$ cat src/rtl/fetch_unit_pkg.sv
// Shared core definitions for the fetch path: word/address widths, reset PC and buffer entry layout.
package fetch_unit_pkg;

    localparam int unsigned WORD_W = 16;
    localparam int unsigned ADDR_W = 16;
    localparam int unsigned ENTRY_W = ADDR_W + WORD_W;
    // Wide enough for a count of up to 4 entries plus one in-flight read.
    localparam int unsigned CNT_W = 3;
    localparam logic [ADDR_W-1:0] RESET_PC_DEFAULT = 16'h0000;

    typedef struct packed {
        logic [ADDR_W-1:0] pc;
        logic [WORD_W-1:0] instr;
    } fetch_entry_t;

    function automatic logic [ADDR_W-1:0] next_pc(input logic [ADDR_W-1:0] pc);
        return pc + ADDR_W'(1);
    endfunction

endpackage

$ cat src/rtl/fetch_fifo.sv
// Small circular buffer of {pc, instr} entries between the icache return and decode.
module fetch_fifo
    import fetch_unit_pkg::*;
#(
    parameter int unsigned DEPTH = 2
) (
    input  logic               clk,
    input  logic               reset,
    input  logic               flush,
    input  logic               push,
    input  logic [ENTRY_W-1:0] push_data,
    input  logic               pop,
    output logic [ENTRY_W-1:0] head,
    output logic [CNT_W-1:0]   count
);

    localparam int unsigned PTR_W = (DEPTH > 2) ? 2 : 1;

    logic [ENTRY_W-1:0] mem_q [DEPTH];
    logic [PTR_W-1:0]   wr_ptr_q;
    logic [PTR_W-1:0]   rd_ptr_q;
    logic [CNT_W-1:0]   count_q;

    function automatic logic [PTR_W-1:0] ptr_inc(input logic [PTR_W-1:0] ptr);
        return (ptr == PTR_W'(DEPTH - 1)) ? '0 : ptr + PTR_W'(1);
    endfunction

    always_ff @(posedge clk or negedge reset) begin
        if (!reset) begin
            wr_ptr_q <= '0;
            rd_ptr_q <= '0;
            count_q  <= '0;
            for (int i = 0; i < int'(DEPTH); i++) begin
                mem_q[i] <= '0;
            end
        end else if (flush) begin
            wr_ptr_q <= '0;
            rd_ptr_q <= '0;
            count_q  <= '0;
        end else begin
            if (push) begin
                mem_q[wr_ptr_q] <= push_data;
                wr_ptr_q        <= ptr_inc(wr_ptr_q);
            end
            if (pop) begin
                rd_ptr_q <= ptr_inc(rd_ptr_q);
            end
            count_q <= count_q + CNT_W'(push) - CNT_W'(pop);
        end
    end

    // Stale entries stay in memory after a flush; the empty case forces zeros out.
    assign head  = (count_q == '0) ? '0 : mem_q[rd_ptr_q];
    assign count = count_q;

endmodule

$ cat src/rtl/fetch_unit.sv
// Instruction fetch: issues sequential icache reads, buffers returned words, handles redirects.
module fetch_unit
    import fetch_unit_pkg::*;
#(
    parameter logic [ADDR_W-1:0] RESET_PC = RESET_PC_DEFAULT,
    parameter int unsigned       DEPTH    = 2
) (
    input  logic              clk,
    input  logic              reset,
    input  logic              fetch_en,
    output logic              ic_r_en,
    output logic [ADDR_W-1:0] ic_addr,
    input  logic [WORD_W-1:0] ic_data,
    input  logic              redirect_valid,
    input  logic [ADDR_W-1:0] redirect_pc,
    output logic              instr_valid,
    input  logic              instr_ready,
    output logic [WORD_W-1:0] instr,
    output logic [ADDR_W-1:0] instr_pc
);

    logic [ADDR_W-1:0]  pc_q;
    logic [ADDR_W-1:0]  pc_d;
    logic [ADDR_W-1:0]  inflight_pc_q;
    logic               inflight_q;
    logic [CNT_W-1:0]   count;
    logic [CNT_W:0]     occupancy;
    logic               pop;
    logic               issue;
    logic               push;
    fetch_entry_t       push_entry;
    fetch_entry_t       head_entry;
    logic [ENTRY_W-1:0] head_bits;

    assign instr_valid = (count != '0);
    assign pop         = instr_valid & instr_ready;

    always_comb begin
        occupancy = {1'b0, count} + (CNT_W + 1)'(inflight_q) - (CNT_W + 1)'(pop);
        // Gated by reset so no read is requested while reset is held.
        issue = reset & fetch_en & ~redirect_valid & (occupancy < (CNT_W + 1)'(DEPTH));
        // A redirect kills the read whose data is returning now, so it is never pushed.
        push  = inflight_q & ~redirect_valid;
        pc_d  = pc_q;
        if (redirect_valid) begin
            pc_d = redirect_pc;
        end else if (issue) begin
            pc_d = next_pc(pc_q);
        end
    end

    always_ff @(posedge clk or negedge reset) begin
        if (!reset) begin
            pc_q          <= RESET_PC;
            inflight_q    <= 1'b0;
            inflight_pc_q <= '0;
        end else begin
            pc_q       <= pc_d;
            inflight_q <= issue;
            if (issue) begin
                inflight_pc_q <= pc_q;
            end
        end
    end

    assign push_entry = '{pc: inflight_pc_q, instr: ic_data};

    fetch_fifo #(
        .DEPTH(DEPTH)
    ) u_fifo (
        .clk      (clk),
        .reset    (reset),
        .flush    (redirect_valid),
        .push     (push),
        .push_data(push_entry),
        .pop      (pop),
        .head     (head_bits),
        .count    (count)
    );

    assign head_entry = fetch_entry_t'(head_bits);
    assign ic_r_en    = issue;
    assign ic_addr    = pc_q;
    assign instr      = head_entry.instr;
    assign instr_pc   = head_entry.pc;

endmodule

$ cat config.mk
export PLATFORM = sky130hd
export DESIGN_NAME = fetch_unit
export DESIGN_NICKNAME = d
export VERILOG_FILES = /design/src/rtl/fetch_unit_pkg.sv /design/src/rtl/fetch_fifo.sv /design/src/rtl/fetch_unit.sv
export SDC_FILE = /design/constraint.sdc
export NUM_CORES = 1
export LEC_CHECK = 0
export CAP_MARGIN = 0
export CORE_ASPECT_RATIO = 0.9
export CORE_MARGIN = 4
export CORE_UTILIZATION = 50
export DETAILED_ROUTE_END_ITERATION = 12
export PLACE_DENSITY = 0.76
export SLEW_MARGIN = 20
export SYNTH_ARGS = -nofsm -noshare
export SYNTH_HDL_FRONTEND = slang
export SYNTH_SLANG_ARGS = --single-unit
$ cat constraint.sdc
create_clock -name clk -period 7.65 [get_ports clk]
set_clock_uncertainty 0.2 [all_clocks]
set_input_delay 1.53 -clock clk [delete_from_list [all_inputs] [get_ports clk]]
set_output_delay 1.53 -clock clk [all_outputs]
set_load 0.02 [all_outputs]
== Word-level counts from Yosys, hierarchy flattened ==
Index checks and enable logic that the tools add are counted.
Word-level totals
  register bits: 102
  latch bits: 0
  bits in writable memories: 0
  ROM bits: 0
  input bits: 37
  logic and storage cells: 50
  memories: 0
Operators by class
  $add $sub $neg: 7
  multiply operators: 0
  divide/modulo/power cells: 0
  order comparisons: 4
  equal/unequal tests: 0
  shifts and indexed selects: 0
  muxes and demuxes: 16
  bitwise gates (word level): 8
  reduce and logical (&&, ||, !) cells: 7
Operators with widths (number)
  two-way mux 32 bit: 5
  bitwise mux 64 bit: 1
  demux 32 bit (select 1 bit): 1
  two-way mux 16 bit: 2
  adder 16 x 1 -> 16 bit (second input constant): 1
  two-way mux 1 bit: 6
  nonzero test 2 bit: 3
  bitwise AND 1 bit: 5
  adder 3 x 1 -> 4 bit: 1
  >= comparator 2 bit (second input constant): 2
  less-than comparator 4 x 2 -> 1 bit (second input constant): 1
  NOT 1 -> 2 bit: 2
  subtractor 4 x 1 -> 4 bit: 1
  adder 3 x 1 -> 3 bit: 1
  logical NOT 3 bit: 1
  two-way mux 3 bit: 1
  nonzero test 3 bit: 1
  subtractor 3 x 1 -> 3 bit: 1
  adder 1 bit (second input constant): 2
  less-than comparator 2 x 1 -> 1 bit (second input constant): 1
  AND reduction 2 bit: 1
  logical AND 1 bit: 1
  NOT 1 bit: 1

== Longest topological paths before layout ==
Gate-level depths: netlist (run 1).
  depth after elaboration: 7
  mapped depth: 12

== By module ==
From an unflattened synthesis (run 1), not the netlist that was laid out.
Unflattened totals
  cell total of the unflattened synthesis: 437
  area total of the unflattened synthesis: 5193.7 um^2
By module, submodules not included
  fetch_fifo: instances 1, cells each 227, area an instance 3149.3 um^2
  fetch_unit: instances 1, cells each 210, area an instance 2044.5 um^2

== Worst setup path after synthesis (run 1) ==
No wires, ideal clock.
  path kind: input -> output
  start point: in instr_ready
  end point: out ic_r_en
  arrival time: 3663 ps
  data required time: 5920 ps
  path slack: 2257 ps
  stages on the path: 9
  buffers on the path: 1
  path through: and2_1 > ha_1 > inv_1 > nand2_1 > fa_1 > and3_1 > nand2_4 > nor4_4 > buf_6
Between the ends
  longest elaborated chain between the ends: 4
Ends and longest elaborated chain
  from (decl): RTL line fetch_unit.sv:17  | input logic instr_ready,
  bitwise AND 1 bit: RTL line fetch_unit.sv:36  | assign pop = instr_valid & instr_ready;
  subtractor 4 x 1 -> 4 bit: RTL line fetch_unit.sv:39  | occupancy = {1'b0, count} + (CNT_W + 1)'(inflight_q) - (CNT_W + 1)'(pop);
  less-than comparator 4 x 2 -> 1 bit: RTL line fetch_unit.sv:41  | issue = reset & fetch_en & ~redirect_valid & (occupancy < (CNT_W + 1)'(DEPTH));
  bitwise AND 1 bit: RTL line fetch_unit.sv:41
  to (decl): RTL line fetch_unit.sv:11  | output logic ic_r_en,
Every way passes these cells.

== Worst setup path after layout (run 1) ==
Ends and elaborated chain as after synthesis.

==> implementation parameters, run 1 <==
Parameter                              Value

Clock tree
  Number of clock buffers inserted by TritonCTS ... 9
  Clock tree root buffer cell ... sky130_fd_sc_hd__clkbuf_16
  Clock tree from TritonCTS ... yes
  Clk slew on worst S/H paths ... 70 ps
  CTS resizes ... 0
  Worst skew pair latency ... between 300 and 400 ps
  Post-CTS setup buffer count ... 0
  Number of hold buffers added after CTS ... 0
  Number of buffers on the longest clock path ... 2
  Deepest level of the CTS H-tree ... 3
  CTS sink count ... just over 100

Global route
  Grt total ovfl ... 0
  Largest net degree at the start of global routing ... 66
  Wire length of the first global-routing pass ... about 20,000 microns
  Vias in the first global route ... 3,936
  Initial antenna violation count ... 0
  All-Layer GR Usage ... 0.2045

Synthesis
  Largest cells by area after synthesis ... sky130_fd_sc_hd__dfrtp_1 49%, sky130_fd_sc_hd__mux2_2 15%, sky130_fd_sc_hd__mux2i_1 6.2%
  Yosys top cell area share ... 0.4910
  Post-synth EDFFs ... 0
  Sequential element share of the synthesized area ... 0.4910
  Gate count of the mapped netlist ... 444
  Yosys warning count ... 0
  Post-synth cell types ... 45
  Leading area contributor after synthesis ... sky130_fd_sc_hd__dfrtp_1
  Leading register cell type out of synthesis ... sky130_fd_sc_hd__dfrtp_1
  Commonest cells in the netlist ... 102 x sky130_fd_sc_hd__dfrtp_1, 70 x sky130_fd_sc_hd__mux2_2, 50 x sky130_fd_sc_hd__nor2_1
  Syn Std Cell Area ... 5199 sq um
  Nets in the synthesized netlist ... between 400 and 500
  Ys async rst share ... 1.000
  Count of state elements after synthesis ... roughly 100
  Most frequently used cell type in the post-synthesis netlist ... sky130_fd_sc_hd__dfrtp_1
  Syn_area_per_cell ... roughly 12 sq um

Power
  Worst vdd rail ir drop ... 177.3 uV
  Static leakage ... 2.744 nW
  Power after layout ... 0.002402 W
  PD cells ... roughly 370 nW/um^2

Flow run
  Max-cap violation count ... 0

STA
  Transition time at the pin with the least slew margin ... about 1100 ps
  Tightest slew margin relative to the limit ... 0.2529
  Final setup vio count ... 0
  Setup repair after global routing missed its margin ... no
  Worst hold slack ... 304.8 ps
  Setup total negative slack ... 0 ps
  Total count of max-transition violations in the final report ... 0
  Maximum clock frequency ... 0.1611 GHz
  Portion of the clock cycle consumed by the worst path in the final layout ... 0.8116
  Final count of hold timing violations ... 0
  Minimum period implied by the final worst setup slack ... 6209 ps

Floorplanning
  Core area ... 10,200 sq um
  Die area ... 12,100 sq um
  Initial Util ... 0.5095
  Overall die height ... 104.7 microns
  Number of placement rows ... 35
  Die W ... approximately 120 microns
  Count of boundary I/O pins ... 87

Route
  Via/cell ratio ... around 5.9
  DRC violations left ... 0
  Antenna viol nets, final ... 0
  DR vias ... 3,824
  Drt wl/cell ... 18.30 microns
  Number of search-and-repair iterations in the first detailed-routing pass ... 5
  Iter 0 DRT Violations ... 307
  Post-Route WL ... approximately 12,000 microns

Cells and area
  Final instance area ... 6421 sq um
  Area Growth Syn to Fin ... 23.51%
  Net total in the final layout ... 557
  Share of cells above drive strength 1 ... 0.2104
  Antenna diodes ... 0

Critical path
  Data arrival, critical path ... 4480 ps
  Delay of the slowest cell on the worst path ... 660 ps
  Critical path start-end classification ... input port to primary output
  Most common cell type on the critical path ... sky130_fd_sc_hd__clkdlybuf4s50_1
  Chain of cells forming the critical path ... clkdlybuf4s50_1 > and2_1 > ha_1 > inv_1 > nand2_1 > fa_1 > and3_1 > nand2_4 > nor4_4 > clkdlybuf4s50_1
  Type of element capturing the critical path ... primary output
  Launching element type of the critical path ... input port
  Crit-path max FO ... 10
  Slowest stage cell on the critical path ... sky130_fd_sc_hd__clkdlybuf4s50_1
  Required time of the critical path ... 5920 ps

Placed design
  # port buffers ... 86
  Sum of net half-perimeters after detailed placement ... 7974 microns
  Weighted congestion reported at the end of routability-driven placement ... 0.8420
  Area of placed instances ... around 6000 sq um

Outcome
  Outcome ... complete, no violations

Hold path
  Worst min path class ... flip-flop to flip-flop
==> power breakdown <==
group	switching, W	total [W]	internal, W
clock network	0.000203	0.000460	0.000257
registers	0.000184	0.000894	0.000710
logic	0.000552	0.00105	0.000497
total	0.000939	0.00240	0.00146
==> critical path: cells and delay by family <==
family	cells	cell delay [ps]
buf+inv	3	1200
fa+ha+maj	2	810
simple gates	5	930
==> final cells by class <==
type	count	area, sq um
fill	840	3782
tap	129	161.4
timing repair buffer	92	903.4
clock buffer	10	229.0
sequential	102	2554
multi-input combinational	298	2466
clock inverter	6	70.07
inverter	10	37.54
==> worst paths after layout <==
kind / startpoint / depth (start not counted) / end / slack, ps
setup / recovery: instr_ready / 10 / ic_r_en / 1440
hold / removal: u_fifo.mem_q[15] / 1 / u_fifo.mem_q[15] / 300
setup reg to reg: u_fifo.count[1] / 13 / inflight_pc_q[15] / 3580
hold reg to reg: u_fifo.mem_q[15] / 1 / u_fifo.mem_q[15] / 300
max in group asynchronous: reset / 2 / u_fifo.rd_ptr_q / 5060
min in group asynchronous: reset / 1 / ic_addr[2] / 950
==> registers in the layout, indices dropped and copies added, names as in the netlist <==
register,cells
u_fifo.count,3
u_fifo.wr_ptr_q,1
inflight_q,1
u_fifo.mem_q,64
ic_addr,16
u_fifo.rd_ptr_q,1
inflight_pc_q,16
==> layer usage <==
| layer | global-route usage | share of wire | up-vias |
|---|---|---|---|
| li1 | - | - | 1764 |
| met1 | 0.2851 | 0.43 | 1896 |
| met2 | 0.3331 | 0.49 | 138 |
| met3 | 0.02779 | 0.054 | 26 |
| met4 | 0.05951 | 0.019 | 0 |
| met5 | 0 | 0 | - |
==> logic make-up after synthesis <==
| group | synth area share |
|---|---|
| multiplexers | 0.2414 |
| buffers and inverters | 0.03706 |
| XOR/XNOR | 0.009868 |
| adder cells (fa/ha/maj) | 0.01974 |
| flip-flops | 0.4910 |
| AND/OR/NAND/NOR | 0.1189 |
| AO/OA/AOI/OAI | 0.08207 |
==> layout by cell type, fill, tap and decap left out, types with 2 or more instances in the layout <==
cell                              Yosys  final
sky130_fd_sc_hd__a41oi_1              2      2
sky130_fd_sc_hd__o311ai_0             3      3
sky130_fd_sc_hd__clkbuf_16            0      9
sky130_fd_sc_hd__ha_1                 5      5
sky130_fd_sc_hd__inv_1               10     10
sky130_fd_sc_hd__nand2b_1             4      4
sky130_fd_sc_hd__nor3_1               7      6
sky130_fd_sc_hd__dfrtp_1            102    101
sky130_fd_sc_hd__nor2b_1              8      7
sky130_fd_sc_hd__nor2_1              50     50
sky130_fd_sc_hd__and3_1               6      6
sky130_fd_sc_hd__and4_1               3      3
sky130_fd_sc_hd__or4_1                4      4
sky130_fd_sc_hd__xnor2_1              4      4
sky130_fd_sc_hd__buf_4                0      7
sky130_fd_sc_hd__a31oi_1              9      9
sky130_fd_sc_hd__and2_1               2      2
sky130_fd_sc_hd__nand4_1              4      4
sky130_fd_sc_hd__clkinvlp_4           0      2
sky130_fd_sc_hd__fa_1                 2      2
sky130_fd_sc_hd__o211ai_1             6      6
sky130_fd_sc_hd__a21oi_1              9      9
sky130_fd_sc_hd__o2111ai_1           11     11
sky130_fd_sc_hd__a22oi_1              2      2
sky130_fd_sc_hd__nand2_1              5      5
sky130_fd_sc_hd__o31ai_1              8      8
sky130_fd_sc_hd__mux2_4               9      9
sky130_fd_sc_hd__nor4_1               5      5
sky130_fd_sc_hd__mux2_2              70     70
sky130_fd_sc_hd__nand3_1             13     13
sky130_fd_sc_hd__a211oi_1             3      3
sky130_fd_sc_hd__mux2i_1             32     32
sky130_fd_sc_hd__clkdlybuf4s50_1      0     85
==> per-stage QoR <==
step / cells / setup WS, ps / util
global placement: 631 / 1495 / 0.6000
finish: 647 / 1441 / 0.6293
CTS: 647 / 1455 / 0.6293
detailed placement: 631 / 1477 / 0.6000
floorplan: 444 / 2257 / -
global route: 647 / 1344 / 0.6293
Note: power is estimated with default switching activity, not from simulation.
==> run 2: changes to the inputs <==
- clock period: 7.65 -> 6.36 ns (I/O delays scaled with it)
==> run 2 against run 1 <==
Against the previous run: cell count unchanged; register-to-register slack got worse by 1300 ps; clock-buffer cell count increased by 2; non-clock buffer count unchanged; global-route usage decreased by 0.35 points; critical path depth unchanged; critical path type unchanged; critical endpoint unchanged; highest routed layer unchanged.
==> implementation parameters, run 2 (synthesis results as in run 1) <==
Parameter                              Value

Global route
  Vias in the first global route ... 3,756 (was 3,936)
  Largest net degree at the start of global routing ... 54 (was 66)
  Initial antenna violation count ... 0 (unchanged)
  All-Layer GR Usage ... 0.2010 (was 0.2045)
  Grt total ovfl ... 0 (unchanged)
  Wire length of the first global-routing pass ... 19,400 microns (was 20,070 microns)

STA
  Worst hold slack ... 304.7 ps (was 304.8 ps)
  Portion of the clock cycle consumed by the worst path in the final layout ... 0.8977
  Setup repair after global routing missed its margin ... no (unchanged)
  Total count of max-transition violations in the final report ... 0 (unchanged)
  Final setup vio count ... 0 (unchanged)
  Maximum clock frequency ... 0.1752 GHz
  Minimum period implied by the final worst setup slack ... about 5700 ps
  Final count of hold timing violations ... 0 (unchanged)
  Tightest slew margin relative to the limit ... 0.2384 (was 0.2529)
  Transition time at the pin with the least slew margin ... 1142 ps (was 1121 ps)
  Setup total negative slack ... 0 ps (unchanged)

Clock tree
  Clock tree from TritonCTS ... yes (unchanged)
  Worst skew pair latency ... 340 ps (was 330 ps)
  Clock tree root buffer cell ... sky130_fd_sc_hd__clkbuf_16 (unchanged)
  CTS sink count ... 102 (unchanged)
  Number of clock buffers inserted by TritonCTS ... 9 (unchanged)
  Deepest level of the CTS H-tree ... 3 (unchanged)
  Clk slew on worst S/H paths ... 60 ps (was 70 ps)
  Number of hold buffers added after CTS ... 0 (unchanged)
  Number of buffers on the longest clock path ... 2 (unchanged)
  CTS resizes ... 0 (unchanged)
  Post-CTS setup buffer count ... 0 (unchanged)

Critical path
  Crit-path leading delay family ... buffers and inverters (unchanged)
  Required time of the critical path ... 4890 ps (was 5920 ps)
  Most common cell type on the critical path ... sky130_fd_sc_hd__clkdlybuf4s50_1 (unchanged)
  Buf/Inv on CP ... 3 (unchanged)
  Chain of cells forming the critical path ... clkdlybuf4s50_1 > and2_1 > ha_1 > inv_1 > nand2_1 > fa_1 > and3_1 > nand2_4 > nor4_4 > clkdlybuf4s50_1 (unchanged)
  Data arrival, critical path ... 4240 ps (was 4480 ps)
  FF-to-FF Start ... u_fifo.count[1] (unchanged)
  Slowest stage cell on the critical path ... sky130_fd_sc_hd__clkdlybuf4s50_1 (unchanged)
  Internal reg-to-reg setup slack ... 2300 ps (was 3580 ps)
  Crit-path max FO ... 10 (unchanged)
  Delay of the slowest cell on the worst path ... 670 ps (was 660 ps)
  FF-to-FF path depth ... 13 (unchanged)
  Critical path start-end classification ... input port to primary output (unchanged)
  Launching element type of the critical path ... input port (unchanged)
  Reg2reg end ... inflight_pc_q[5] (was inflight_pc_q[15])
  Type of element capturing the critical path ... primary output (unchanged)

Floorplanning
  Die W ... 115.5 microns (unchanged)
  Count of boundary I/O pins ... 87 (unchanged)
  Number of placement rows ... 35 (unchanged)
  Overall die height ... 104.7 microns (unchanged)
  Die area ... 12,100 sq um (unchanged)
  Initial Util ... 0.5095 (unchanged)
  Core area ... 10,200 sq um (unchanged)

Outcome
  Outcome ... complete, no violations (unchanged)

Power
  Static leakage ... 2.728 nW (was 2.744 nW)
  PD cells ... 445.3 nW/um^2 (was 374.1 nW/um^2)
  Worst vdd rail ir drop ... 207.1 uV (was 177.3 uV)

Cells and area
  Share of cells above drive strength 1 ... 0.2085 (was 0.2104)
  Net total in the final layout ... 557 (unchanged)
  FF/Latch Area ... 2554 sq um (unchanged)
  Multi-input combinational cell area ... 2466 sq um (unchanged)
  Antenna diodes ... 0 (unchanged)
  Most frequent standard cell in the layout excluding fill and tap cells ... sky130_fd_sc_hd__dfrtp_1 (unchanged)
  Area Growth Syn to Fin ... 23.10% (was 23.51%)
  Layout filler cell count ... 804 (was 840)
  Register with the most flip-flops ... u_fifo.mem_q (unchanged)
  Leading cell types in the layout, fill and taps excluded ... 101 x sky130_fd_sc_hd__dfrtp_1, 85 x sky130_fd_sc_hd__clkdlybuf4s50_1, 70 x sky130_fd_sc_hd__mux2_2 (unchanged)
  Largest register FFs ... 64 (unchanged)

Route
  Number of search-and-repair iterations in the first detailed-routing pass ... 5 (unchanged)
  Iter 0 DRT Violations ... 380 (was 307)
  DR vias ... 3,875 (was 3,824)
  DRC violations left ... 0 (unchanged)
  Antenna viol nets, final ... 0 (unchanged)
  Drt wl/cell ... 18.52 microns (was 18.30 microns)
  Post-Route WL ... 11,980 microns (was 11,840 microns)
  Via/cell ratio ... 5.989 (was 5.910)

Hold path
  Hold Path Depth ... 1 (unchanged)
  Hold Crit Start ... u_fifo.mem_q[62] (was u_fifo.mem_q[15])
  Endpoint with the worst hold slack ... u_fifo.mem_q[62] (was u_fifo.mem_q[15])
  Worst min path class ... flip-flop to flip-flop (unchanged)

Placed design
  Sum of net half-perimeters after detailed placement ... 8043 microns (was 7974 microns)
  # port buffers ... 86 (unchanged)
  Weighted congestion reported at the end of routability-driven placement ... 0.8237 (was 0.8420)

Flow run
  Max-cap violation count ... 0 (unchanged)
-- run 2: cell types whose count changed in the layout (fill, tap and decap cells not counted), sizes merged --
cell,change
inv,-1
clkinvlp,+1
clkbuf,+2
clkinv,-1
bufinv,-1
-- run 2: per-stage QoR --
stage	setup slack [ps]	total power (W)	utilization	area, sq um	std cells
6_report	650.9	0.002850	0.6272	6400	647
5_1_grt	560.5	0.003016	0.6272	6400	647
4_1_cts	656.2	0.002864	0.6272	6400	647
3_5_place_dp	673.8	0.002346	0.6000	6122	631
3_3_place_gp	735.0	0.002289	0.6000	6122	631
2_1_floorplan	1483	0.001906	-	5199	444
-- run 2: final cells by class --
class                      instances  area share
tap                              129     0.02522
sequential                       102      0.3990
clock buffer                      12     0.03851
multi-input combinational        298      0.3853
timing repair buffer              92      0.1412
inverter                          10    0.005865
clock inverter                     4    0.004888
-- run 2: worst max-delay path by stage --
stage,from,end,slack [ps],depth (start not counted)
2_1_floorplan,instr_ready,ic_r_en,1480,9
3_5_place_dp,instr_ready,ic_r_en,670,10
3_3_place_gp,instr_ready,ic_r_en,730,10
5_1_grt,instr_ready,ic_r_en,560,10
6_report,instr_ready,ic_r_en,650,10
4_1_cts,instr_ready,ic_r_en,660,10
-- run 2: power by group --
part	total, W	leakage, nW	internal (W)	switching [W]
clock network	0.000510	0.125	0.000278	0.000232
registers	0.00107	1.30	0.000854	0.000218
logic	0.00127	1.30	0.000597	0.000670
-- run 2: routing by layer --
layer | up-vias | GRT usage | share of wire | routed length [microns]
met4 | 0 | 0.06538 | 0.018 | 221
met5 | - | 0 | 0 | 0
li1 | 1763 | - | - | -
met2 | 187 | 0.3223 | 0.49 | 5835
met3 | 29 | 0.03532 | 0.070 | 838
met1 | 1896 | 0.2766 | 0.42 | 5086
